===== src/rtl/control_fsm.sv =====
// control_fsm: multi-cycle control unit for the 16-bit processor.
//
// Sequences each instruction through FETCH / DECODE / EXEC / MEM / WB.
// The unit issues one-cycle register-write and PC-load strobes, holds a memory
// request until mem_ready arrives, and resolves conditional branches from the
// Z/N flags. An undefined opcode or a memory wait of WAIT_MAX cycles faults
// into HALT, which only a reset leaves.
//
// Opcode map (5-bit instruction field):
//   00000 mv     00001 add    00010 sub    00011 cmp    00100 ld
//   00101 st     00111 mvi    01000 mvhi   01001 addi   01010 subi
//   01011 cmpi   01100 j      01101 jz     01110 jn     01111 jr
//   10000 jzr    10001 jnr    10010 callr  10011 call
//   All other codes (including 00110) are undefined.
//
// Ports:
//   clk, reset_n          clock (rising edge), asynchronous active-low reset
//   opcode                instruction register opcode, valid from DECODE on
//   Z, N                  registered datapath flags, used in EXEC
//   mem_ready             memory completes the current request this cycle
//   mem_req, mem_sel      memory request (held until ready), 1 = fetch
//   ir_load               instruction register load strobe
//   ALUOp, ALUSrc, ExtSel ALU add/sub, Ry/immediate, imm8/imm11
//   RegWrite, RegDst      register write strobe, destination Rx/R7
//   WBSrc                 write-back source select
//   MemWrite              data write strobe
//   NZ                    flag update strobe
//   PCSrc                 PC source: 00 pc+imm11, 01 Ry, 10 pc+2
//   pc_enable             PC load strobe, one per retired instruction
//   halted, fault_code    HALT indicator, sticky fault cause
//   instr_count           retired-instruction counter (wraps)
module control_fsm #(
  parameter int unsigned WAIT_MAX         = 15,
  parameter int unsigned CNT_W            = 16,
  parameter bit          FAULT_ON_ILLEGAL = 1'b1
) (
  input  logic             clk,
  input  logic             reset_n,
  input  logic [4:0]       opcode,
  input  logic             Z,
  input  logic             N,
  input  logic             mem_ready,
  output logic             mem_req,
  output logic             mem_sel,
  output logic             ir_load,
  output logic             ALUOp,
  output logic             ALUSrc,
  output logic             ExtSel,
  output logic             RegWrite,
  output logic             RegDst,
  output logic [2:0]       WBSrc,
  output logic             MemWrite,
  output logic             NZ,
  output logic [1:0]       PCSrc,
  output logic             pc_enable,
  output logic             halted,
  output logic [1:0]       fault_code,
  output logic [CNT_W-1:0] instr_count
);

  // The wait counter only ever has to hold WAIT_MAX-1.
  localparam int unsigned      WAIT_W    = (WAIT_MAX < 2) ? 1 : $clog2(WAIT_MAX);
  localparam logic [WAIT_W-1:0] WAIT_LAST = WAIT_W'(WAIT_MAX - 1);

  localparam logic [4:0] OP_MV    = 5'b00000;
  localparam logic [4:0] OP_ADD   = 5'b00001;
  localparam logic [4:0] OP_SUB   = 5'b00010;
  localparam logic [4:0] OP_CMP   = 5'b00011;
  localparam logic [4:0] OP_LD    = 5'b00100;
  localparam logic [4:0] OP_ST    = 5'b00101;
  localparam logic [4:0] OP_MVI   = 5'b00111;
  localparam logic [4:0] OP_MVHI  = 5'b01000;
  localparam logic [4:0] OP_ADDI  = 5'b01001;
  localparam logic [4:0] OP_SUBI  = 5'b01010;
  localparam logic [4:0] OP_CMPI  = 5'b01011;
  localparam logic [4:0] OP_J     = 5'b01100;
  localparam logic [4:0] OP_JZ    = 5'b01101;
  localparam logic [4:0] OP_JN    = 5'b01110;
  localparam logic [4:0] OP_JR    = 5'b01111;
  localparam logic [4:0] OP_JZR   = 5'b10000;
  localparam logic [4:0] OP_JNR   = 5'b10001;
  localparam logic [4:0] OP_CALLR = 5'b10010;
  localparam logic [4:0] OP_CALL  = 5'b10011;

  localparam logic [1:0] FAULT_NONE    = 2'b00;
  localparam logic [1:0] FAULT_ILLEGAL = 2'b01;
  localparam logic [1:0] FAULT_TIMEOUT = 2'b10;

  typedef enum logic [2:0] {
    S_RST, S_FETCH, S_DECODE, S_EXEC, S_MEM, S_WB, S_HALT
  } state_t;

  state_t            state_reg, state_next;
  logic [4:0]        op_reg, op_next;
  logic [WAIT_W-1:0] wait_reg, wait_next;
  logic [1:0]        fault_reg, fault_next;
  logic [CNT_W-1:0]  count_reg, count_next;

  logic op_defined;
  logic op_is_mem;

  assign op_is_mem  = (opcode == OP_LD) || (opcode == OP_ST);
  assign op_defined = opcode inside {OP_MV, OP_ADD, OP_SUB, OP_CMP, OP_LD, OP_ST,
                                     OP_MVI, OP_MVHI, OP_ADDI, OP_SUBI, OP_CMPI,
                                     OP_J, OP_JZ, OP_JN, OP_JR, OP_JZR, OP_JNR,
                                     OP_CALLR, OP_CALL};

  always_ff @(posedge clk or negedge reset_n) begin
    if (!reset_n) begin
      state_reg <= S_RST;
      op_reg    <= '0;
      wait_reg  <= '0;
      fault_reg <= FAULT_NONE;
      count_reg <= '0;
    end else begin
      state_reg <= state_next;
      op_reg    <= op_next;
      wait_reg  <= wait_next;
      fault_reg <= fault_next;
      count_reg <= count_next;
    end
  end

  always_comb begin
    state_next = state_reg;
    op_next    = op_reg;
    wait_next  = wait_reg;
    fault_next = fault_reg;
    mem_req    = 1'b0;
    mem_sel    = 1'b0;
    ir_load    = 1'b0;
    ALUOp      = 1'b0;
    ALUSrc     = 1'b0;
    ExtSel     = 1'b0;
    RegWrite   = 1'b0;
    RegDst     = 1'b0;
    WBSrc      = 3'b001;
    MemWrite   = 1'b0;
    NZ         = 1'b0;
    PCSrc      = 2'b10;
    pc_enable  = 1'b0;
    halted     = 1'b0;

    unique case (state_reg)
      S_RST: begin
        state_next = S_FETCH;
        wait_next  = '0;
      end

      S_FETCH: begin
        mem_req = 1'b1;
        mem_sel = 1'b1;
        if (mem_ready) begin
          ir_load    = 1'b1;
          state_next = S_DECODE;
        end else if (wait_reg == WAIT_LAST) begin
          state_next = S_HALT;
          fault_next = FAULT_TIMEOUT;
        end else begin
          wait_next = wait_reg + 1'b1;
        end
      end

      S_DECODE: begin
        op_next = opcode;
        if (op_is_mem) begin
          state_next = S_MEM;
          wait_next  = '0;
        end else if (op_defined || !FAULT_ON_ILLEGAL) begin
          state_next = S_EXEC;
        end else begin
          state_next = S_HALT;
          fault_next = FAULT_ILLEGAL;
        end
      end

      S_EXEC: begin
        pc_enable  = 1'b1;
        state_next = S_FETCH;
        wait_next  = '0;
        unique case (op_reg)
          OP_MV: begin
            RegWrite = 1'b1;
            WBSrc    = 3'b011;
          end
          OP_ADD, OP_SUB: begin
            RegWrite = 1'b1;
            ALUOp    = (op_reg == OP_SUB);
            NZ       = 1'b1;
          end
          OP_CMP: begin
            ALUOp = 1'b1;
            NZ    = 1'b1;
          end
          OP_CMPI: begin
            ALUOp  = 1'b1;
            ALUSrc = 1'b1;
            NZ     = 1'b1;
          end
          OP_MVI: begin
            RegWrite = 1'b1;
            WBSrc    = 3'b100;
          end
          OP_MVHI: begin
            RegWrite = 1'b1;
            WBSrc    = 3'b101;
          end
          OP_ADDI, OP_SUBI: begin
            RegWrite = 1'b1;
            ALUOp    = (op_reg == OP_SUBI);
            ALUSrc   = 1'b1;
            NZ       = 1'b1;
          end
          // Relative branches target pc+imm11; not taken falls through to pc+2.
          OP_J, OP_JZ, OP_JN: begin
            ExtSel = 1'b1;
            if ((op_reg == OP_J) || (op_reg == OP_JZ && Z) || (op_reg == OP_JN && N))
              PCSrc = 2'b00;
          end
          OP_JR, OP_JZR, OP_JNR: begin
            if ((op_reg == OP_JR) || (op_reg == OP_JZR && Z) || (op_reg == OP_JNR && N))
              PCSrc = 2'b01;
          end
          // Calls save the return address (pc+2) into R7.
          OP_CALL, OP_CALLR: begin
            RegWrite = 1'b1;
            RegDst   = 1'b1;
            WBSrc    = 3'b010;
            ExtSel   = (op_reg == OP_CALL);
            PCSrc    = (op_reg == OP_CALL) ? 2'b00 : 2'b01;
          end
          // Only reachable for undefined opcodes when they retire as a NOP.
          default: ;
        endcase
      end

      S_MEM: begin
        mem_req  = 1'b1;
        MemWrite = (op_reg == OP_ST);
        if (mem_ready) begin
          if (op_reg == OP_ST) begin
            pc_enable  = 1'b1;
            state_next = S_FETCH;
            wait_next  = '0;
          end else begin
            state_next = S_WB;
          end
        end else if (wait_reg == WAIT_LAST) begin
          state_next = S_HALT;
          fault_next = FAULT_TIMEOUT;
        end else begin
          wait_next = wait_reg + 1'b1;
        end
      end

      S_WB: begin
        RegWrite   = 1'b1;
        WBSrc      = 3'b000;
        pc_enable  = 1'b1;
        state_next = S_FETCH;
        wait_next  = '0;
      end

      S_HALT: begin
        halted = 1'b1;
      end

      default: begin
        state_next = S_RST;
      end
    endcase

    count_next = count_reg + CNT_W'(pc_enable);
  end

  assign fault_code  = fault_reg;
  assign instr_count = count_reg;

endmodule


===== config.mk =====
export PLATFORM = sky130hd
export DESIGN_NAME = control_fsm
export DESIGN_NICKNAME = d
export VERILOG_FILES = /design/src/rtl/control_fsm.sv
export SDC_FILE = /design/constraint.sdc
export NUM_CORES = 1
export LEC_CHECK = 0
export BUFFER_PORTS_ARGS = -buffer_cell sky130_fd_sc_hd__buf_2
export CORE_UTILIZATION = 57
export CTS_CLUSTER_DIAMETER = 120
export DETAILED_ROUTE_END_ITERATION = 7
export PLACE_DENSITY_LB_ADDON = 0.2
export SLEW_MARGIN = 20
export SYNTH_ARGS = -nofsm -noshare
export SYNTH_HDL_FRONTEND = slang
export SYNTH_SLANG_ARGS = --single-unit

===== constraint.sdc =====
create_clock -name clk -period 3.3 [get_ports clk]
set_input_delay 0.33 -clock clk [delete_from_list [all_inputs] [get_ports clk]]
set_output_delay 0.33 -clock clk [all_outputs]
set_load 0.01 [all_outputs]

==> results.toml, run 1 <==
[outcome]
status = "finished clean"

[yosys]
yosysSeqAreaShare = 0.407
yosys_warnings = 0
synth_flop_cell = "dfrtp_1"
synth_edf_count = 0
async_flop_share = 1.00
ys_seq_elements = 30
syn-cell-area_um2 = 1840
syn_nets = 203
netlist_instances = 188
post_synth_num_cell_types = 48
syn_area_per_cell_um2 = 9.81

[global_routing]
grt_use_met3 = 0.0703
met1_usage = 0.297
antenna_found_initial = 0
grt_pass1_wl_um = 6150
grt_max_degree = 31
track_usage = 0.238
busiest_layer = "met2"
overflow = 0
grt_pass1_vias = 1340
met2_usage = 0.388

[floorplan]
std_cell_rows = 20
dieWidth_um = 58.9
coreArea_um2 = 3050
die_h_um = 58.9
die_area_um2 = 3470
initial_core_util = 0.604
io_pins = 45

[finish]
diodes = 0
layout_commonest_cell = "buf_2"
layout_common_cells = "buf_2, dfrtp_1, xnor2_1, a21oi_1"
layout.cells.non_filler = 274
drive_gt1_frac = 0.283
largest_reg_flops = 16
areaGrowthSynthToFinish_pct = 16.8
nets = 244

[clock_tree]
cts_buffers = 5
hold_buffers = 0
h-tree-depth = 2
cts.clk_slew.worst_paths_ns = 0.10
clock_latency_ns = 0.33
clockBufferDepth = 2
cts_tree = "built"
cts_setup_buffers = 0
cts-root-buf = "clkbuf_4"
post_cts_resize_count = 0
clock_sinks = 30

[pwr]
clkPwrFrac = 0.227
seqPwrFrac = 0.398
vdd_drop_max_mv = 0.562
p_switching_mw = 0.681
power.leakage_nw = 1.02
p_int_mw = 1.03
power_mw = 1.71
switching_share = 0.399
power_density_nw_per_um2 = 793
comb_power_share = 0.375

[setup_path]
worstPathMaxFanout = 15
max_stage_delay_ns = 0.60
ff2ff_path_depth = 10
crit_family = "simple AND/OR/NAND/NOR gates"
cp.required_ns = 3.52
crit_arrival_ns = 2.74
worstSetupStartpointType = "flop"
r2r_end = "instr_count[8]"
cp_cell_sequence = "nand3b_1 -> nor3_1 -> nand3_1 -> nand2_1 -> ha_1 -> ha_1 -> nand2_1 -> nor2_1 -> nand4_1 -> xnor2_1"
timing.rr.start = "op_reg[0]"
cpMaxStageDelayCell = "dfrtp_1"
crit_buf_inv = 0
r2r_setup_slack_ns = 0.78
worst_setup_path_end_kind = "flop"
critical_path_class = "reg -> reg"

[route]
ant_nets = 0
drt-initial-drc-count = 86
wl_um = 3930
avgRoutedWirePerCell_um = 14.3
vias = 1578
vias_per_cell = 5.76
drt_pass1_iterations = 5
drc = 0

[sta]
setup_slack_ns = 0.778
period_share = 0.764
worst-slew-pin-transition_ns = 0.886
maxSlewViolCount = 0
max_freq_ghz = 0.397
min_period_ns = 2.52
rsz0062_at_grt = "no"
slew-limit-headroom = 0.409
hold_violations = 0
setup_viol = 0
fin_skew_ns = 0.00976
fin_tns_setup_ns = 0

[place]
place_ws_ns = 0.835
dpl.hpwl_um = 2830
port_buffers = 44
routabilityCongestion = 0.899
placed_cells = 266

[run]
maxCapViolCount = 0

[hold_path]
hp-class = "in -> async"
==> cells by family after synthesis <==
logic type      Yosys count  share of synthesized area
compound gates           47                      0.178
xor+xnor                 14                     0.0665
fa+ha+maj                 5                     0.0339
buf+inv                  14                     0.0502
flops                    30                      0.407
mux                       5                     0.0326
simple gates             73                      0.232
==> power groups by stage <==
stage / clock (mW) / sequential [mW] / combinational, mW
finish: 0.388 / 0.680 / 0.641
detailed placement: 0 / 0.680 / 0.635
global placement: 0 / 0.669 / 0.622
CTS: 0.394 / 0.671 / 0.645
global route: 0.407 / 0.707 / 0.704
floorplan: 0 / 0.569 / 0.566
==> Yosys cell counts (all sizes together) (4+ instances only) <==
master,n,share of area
nand2b,9,0.031
inv,4,0.0081
mux2,5,0.033
nor2,9,0.018
ha,5,0.034
nand3,9,0.024
nor3,4,0.011
and3,6,0.020
dfrtp,30,0.41
o21ai,7,0.019
xnor2,12,0.057
and2,5,0.017
nand4,4,0.014
a31oi,5,0.017
a211oi,5,0.020
nand2,10,0.022
clkbuf,7,0.015
a21oi,10,0.027
==> layout make-up <==
type	count	area (µm²)
clock buffers	6	51.3
flip-flops and latches	30	751
fillers	245	900
inverters	4	15.0
multi-input cells	144	1000
well taps	44	55.1
repair buffers	44	220
clock inverters	2	60.1
==> worst max-delay path by stage <==
stage                                 to      start  slack, ns  cells after the start
final                     instr_count[8]  op_reg[0]       0.78                     10
after global routing      instr_count[8]  op_reg[0]       0.50                     10
after CTS                 instr_count[8]  op_reg[0]       0.76                     10
after detailed placement  instr_count[8]  op_reg[0]       0.83                     10
after global placement    instr_count[8]  op_reg[0]       0.98                     10
after floorplan           instr_count[8]  op_reg[4]       1.06                     11
==> per-layer routing <==
layer | vias to the layer above | part of all wire
met2 | 65 | 0.48
met4 | 0 | 0.015
met5 | - | 0
met1 | 736 | 0.45
met3 | 6 | 0.059
li1 | 771 | -
==> metrics by stage <==
| stage | util | area, µm² | hold slack [ns] |
|---|---|---|---|
| floorplan | - | 1840 | 0.0344 |
| global placement | 0.669 | 2040 | 0.391 |
| detailed placement | 0.669 | 2040 | 0.403 |
| CTS | 0.705 | 2150 | 0.0327 |
| global route | 0.705 | 2150 | 0.0539 |
| finish | 0.705 | 2150 | 0.0144 |
Note: power is estimated with default switching activity, not from simulation.
==> inputs of run 2 (changes only) <==
- CORE_UTILIZATION: 57 -> 53
- clock period: 3.3 -> 2.6 ns (I/O delays scaled with it)
==> run 2 against run 1 <==
  * Clock skew shrank 0.0011 ns
  * Combinational power rose by 45%
  * Flip-flop and latch count is the same
  * Register-to-register slack worse by 0.49 ns
  * Sequential share of layout area about the same
  * Fmax rose by 8.9%
  * Clock power fell by 21%
  * Final area rose by 0.12%
  * Via count is 3.7% higher
  * Core utilization decreased by 5.9 points
  * Count of clock-buffer cells in the layout is the same
  * Critical path type unchanged
==> results.toml, run 2 (synthesis gave the netlist of run 1 again) <==
[outcome]
status = "finished clean"

[sta]
min_period_ns = 2.31
period_share = 0.890
fin_skew_ns = 0.00864
rsz0062_at_grt = "no"
maxSlewViolCount = 0
worst-slew-pin-transition_ns = 0.670
setup_viol = 0
fin_tns_setup_ns = 0
max_freq_ghz = 0.432
slew-limit-headroom = 0.553
hold_violations = 0

[floorplan]
initial_core_util = 0.553
std_cell_rows = 21
die_area_um2 = 3720
coreArea_um2 = 3340
die_h_um = 61.0
dieWidth_um = 61.0
io_pins = 45

[place]
placed_cells = 272
place_area_um2 = 2070
port_buffers = 44
routabilityCongestion = 0.776
dpl.hpwl_um = 3000

[finish]
nets = 249
layout_common_cells = "buf_2, dfrtp_1, xnor2_1, a21oi_1"
fin_area_um2 = 2160
diodes = 0
fillCellCount = 292
layout.cells.non_filler = 281
layout_commonest_cell = "buf_2"
drive_gt1_frac = 0.302
largest_reg_flops = 16
areaGrowthSynthToFinish_pct = 16.9

[clock_tree]
cts_tree = "built"
clockBufferDepth = 2
cts_buffers = 5
h-tree-depth = 2
clock_latency_ns = 0.34
cts-root-buf = "clkbuf_4"
clock_sinks = 30
cts.clk_slew.worst_paths_ns = 0.11

[pwr]
p_int_mw = 1.15
switching_share = 0.437
p_switching_mw = 0.889
seqPwrFrac = 0.393
power.leakage_nw = 1.02
clkPwrFrac = 0.150
power_density_nw_per_um2 = 944
vdd_drop_max_mv = 0.541
comb_power_share = 0.457

[route]
vias = 1637
drt-initial-drc-count = 133
drc = 0
wl_um = 4120
vias_per_cell = 5.83
ant_nets = 0
drt_pass1_iterations = 4
avgRoutedWirePerCell_um = 14.7

[global_routing]
track_usage = 0.246
antenna_found_initial = 0
overflow = 0
grt_max_degree = 31
grt_pass1_wl_um = 6670
grt_pass1_vias = 1463

[setup_path]
timing.rr.start = "op_reg[4]"
max_stage_delay_ns = 0.48
crit_arrival_ns = 2.55
r2r_end = "instr_count[8]"
crit_start = "op_reg[4]"
ff2ff_path_depth = 10
crit_family = "simple AND/OR/NAND/NOR gates"
worstSetupStartpointType = "flop"
crit_buf_inv = 0
critical_path_class = "reg -> reg"
cp.required_ns = 2.83
r2r_setup_slack_ns = 0.29
cpMaxStageDelayCell = "dfrtp_1"
cp_cell_sequence = "nand3b_1 -> nor3_2 -> nand3_1 -> nand2_1 -> ha_1 -> ha_1 -> nand2_1 -> nor2_2 -> nand4_1 -> xnor2_1"
worstPathMaxFanout = 10
worst_setup_path_end_kind = "flop"

[run]
maxCapViolCount = 0

[hold_path]
min_from = "opcode[4]"
hp-class = "in -> reg"
hold_end = "op_reg[4]"
whs_path_depth = 3
-- run 2: cell count changes in the layout (fill, tap and decap cells not counted), sizes merged --
cell,previous run,this run
buf,44,48
bufinv,2,0
clkinv,0,1
clkinvlp,0,1
dlygate4sd3,0,1
-- run 2: power by group through the flow --
stage               clock [mW]  combinational [mW]  sequential, mW
detailed placement           0               0.921           0.800
CTS                      0.307               0.929           0.792
global placement             0               0.882           0.781
floorplan                    0               0.719           0.722
global route             0.331                1.04           0.826
finish                   0.305               0.930           0.799
-- run 2: final cells by class --
type                    count  area [µm²]  area share
clock inverters             2        12.5     0.00580
repair buffers             49         260       0.121
flip-flops and latches     30         751       0.348
multi-input cells         144        1010       0.468
clock buffers               6        51.3      0.0238
inverters                   4        15.0     0.00696
well taps                  46        57.6      0.0267
-- run 2: per-stage QoR --
step                worst slack (ns)  hold slack (ns)  power, mW   util
finish                         0.285            0.187       2.03  0.646
global route                  0.0538            0.197       2.20  0.646
CTS                           0.0817            0.184       2.03  0.644
detailed placement             0.113            0.328       1.72  0.622
global placement               0.330            0.320       1.66  0.622
floorplan                      0.361          -0.0356       1.44      -
-- run 2: timing repair --
action,CTS,global route
endpoints found under the hold margin,30,0
setup buffers,0,0
setup endpoints to repair,0,5
hold buffers,1,0
resized for setup,0,2
-- run 2: worst min-delay path: cells and delay by family --
family	cells	cell delay (ns)
buffers and inverters	1	0.12
AND/OR/NAND/NOR	1	0.05
AO/OA/AOI/OAI	1	0.06
-- run 2: worst max path at each step --
stage / slack (ns) / to / cells after the start
3_5_place_dp: 0.11 / instr_count[8] / 10
5_1_grt: 0.05 / instr_count[8] / 10
4_1_cts: 0.08 / instr_count[8] / 10
6_report: 0.29 / instr_count[8] / 10
3_3_place_gp: 0.33 / instr_count[8] / 10
2_1_floorplan: 0.36 / instr_count[8] / 11
-- run 2: routing by layer --
metal,vias up,global-route usage,part of all wire
li1,776,-,-
met2,51,0.397,0.50
met3,10,0.0576,0.041
met1,800,0.320,0.44
met4,0,0.0974,0.024
met5,-,0,0
==> inputs of run 3 (changes only) <==
- PLACE_DENSITY: default -> 0.79
- PLACE_DENSITY_LB_ADDON: 0.2 -> default
- clock period: 2.6 -> 2.3 ns (I/O delays scaled with it)
==> run 3 against run 2 <==
  * Sequential share of layout area fell by 1.1 points
  * Final cell count grew 2.5%
  * Sequential power rose by 1%
  * Clock skew is 0.0026 ns lower
  * Hold slack got worse by 0.034 ns
  * Total power rose by 20%
  * Routed wire length shrank 7.1%
  * Critical path depth stayed put
  * Worst setup slack gained 0.011 ns
==> results.toml, run 3 (synthesis gave the netlist of run 1 again) <==
[floorplan]
io_pins = 45
initial_core_util = 0.553
coreArea_um2 = 3340
die_area_um2 = 3720
die_h_um = 61.0
dieWidth_um = 61.0
std_cell_rows = 21

[clock_tree]
cts.clk_slew.worst_paths_ns = 0.10
cts_tree = "built"
h-tree-depth = 2
clock_sinks = 30
cts_buffers = 5
clockBufferDepth = 2
cts-root-buf = "clkbuf_4"
clock_latency_ns = 0.34

[setup_path]
worst_setup_path_end_kind = "flop"
worstPathMaxFanout = 5
crit_buf_inv = 0
crit_family = "simple AND/OR/NAND/NOR gates"
crit_arrival_ns = 2.23
cp.required_ns = 2.53
cp_cell_sequence = "nand3b_1 -> nor3_2 -> nand3_1 -> nand2_1 -> ha_1 -> ha_1 -> nand2_1 -> nor2_2 -> nand4_1 -> xnor2_1"
critical_path_class = "reg -> reg"
max_stage_delay_ns = 0.39
worstSetupStartpointType = "flop"
cpMaxStageDelayCell = "dfrtp_1"

[route]
drt_pass1_iterations = 4
avgRoutedWirePerCell_um = 13.3
ant_nets = 0
drc = 0
vias = 1623
vias_per_cell = 5.64
wl_met1_um = 1800
wl_um = 3820
wl_met3_um = 168
met2_length_um = 1800
highest_layer = "met4"
drt-initial-drc-count = 75

[finish]
diodes = 0
areaGrowthSynthToFinish_pct = 20.8
drive_gt1_frac = 0.326
layout_common_cells = "buf_2, dfrtp_1, xnor2_1, buf_4, a21oi_1"
nets = 256
fin_area_um2 = 2230
layout_commonest_cell = "buf_2"
largest_reg_flops = 16

[sta]
maxSlewViolCount = 0
hold_violations = 0
fin_hold_ws_ns = 0.153
min_period_ns = 2.00
rsz0062_at_grt = "no"
setup_viol = 0
period_share = 0.871
worst-slew-pin-transition_ns = 0.652
fin_skew_ns = 0.00608
max_freq_ghz = 0.499
slew-limit-headroom = 0.566
setup_slack_ns = 0.297
fin_tns_setup_ns = 0

[place]
routabilityCongestion = 0.870
port_buffers = 44
dpl.hpwl_um = 2810
place_ws_ns = 0.177
place_area_um2 = 2130

[pwr]
power_mw = 2.45
vdd_drop_max_mv = 0.658
power.leakage_nw = 1.07
power_density_nw_per_um2 = 1100

[global_routing]
grt_pass1_vias = 1365
grt_pass1_wl_um = 6130
overflow = 0
grt_max_degree = 31
track_usage = 0.230
antenna_found_initial = 0

[run]
maxCapViolCount = 0

[hold_path]
hp-class = "in -> reg"

[outcome]
status = "finished clean"
==> run 3: cell types whose count changed in the layout (fill, tap and decap cells not counted), sizes merged <==
cell / before / now
bufinv: 0 / 1
clkinvlp: 1 / 0
clkinv: 1 / 2
buf: 48 / 55
clkbuf: 6 / 5
==> run 3: cell type report <==
cell class | instances | area, µm²
clock buffers | 5 | 37.5
clock inverters | 3 | 40.0
fillers | 285 | 1110
inverters | 4 | 15.0
multi-input cells | 144 | 1010
flip-flops and latches | 30 | 751
well taps | 46 | 57.6
repair buffers | 56 | 313
==> run 3: power breakdown <==
group	total (mW)	internal, mW	switching, mW
Clock	0.421	0.225	0.196
Combinational	1.22	0.556	0.664
Sequential	0.808	0.667	0.141
==> run 3: per-layer routing <==
layer,track usage,vias to the layer above
li1,-,798
met1,0.295,775
met2,0.369,45
met3,0.0533,5
met4,0.107,0
met5,0,-
==> run 3: worst paths after layout <==
path	from	end	slack, ns	depth (start not counted)
hold / removal	opcode[0]	op_reg[0]	0.15	2
max in group asynchronous	reset_n	instr_count[1]	1.44	2
setup / recovery	op_reg[4]	instr_count[8]	0.30	10
hold reg to reg	instr_count[15]	instr_count[15]	0.48	1
setup reg to reg	op_reg[4]	instr_count[8]	0.30	10
min in group asynchronous	reset_n	instr_count[0]	0.44	2
==> run 3: what timing repair did <==
action / CTS / global route
setup buffers: 0 / 0
setup endpoints to repair: 0 / 7
gates resized for setup: 0 / 3
hold buffers: 1 / 0
endpoints found under the hold margin: 30 / 0
==> run 3: per-stage QoR <==
stage | instances | utilization
CTS | 288 | 0.664
finish | 288 | 0.668
global placement | 279 | 0.637
floorplan | 188 | -
detailed placement | 279 | 0.637
global route | 288 | 0.668
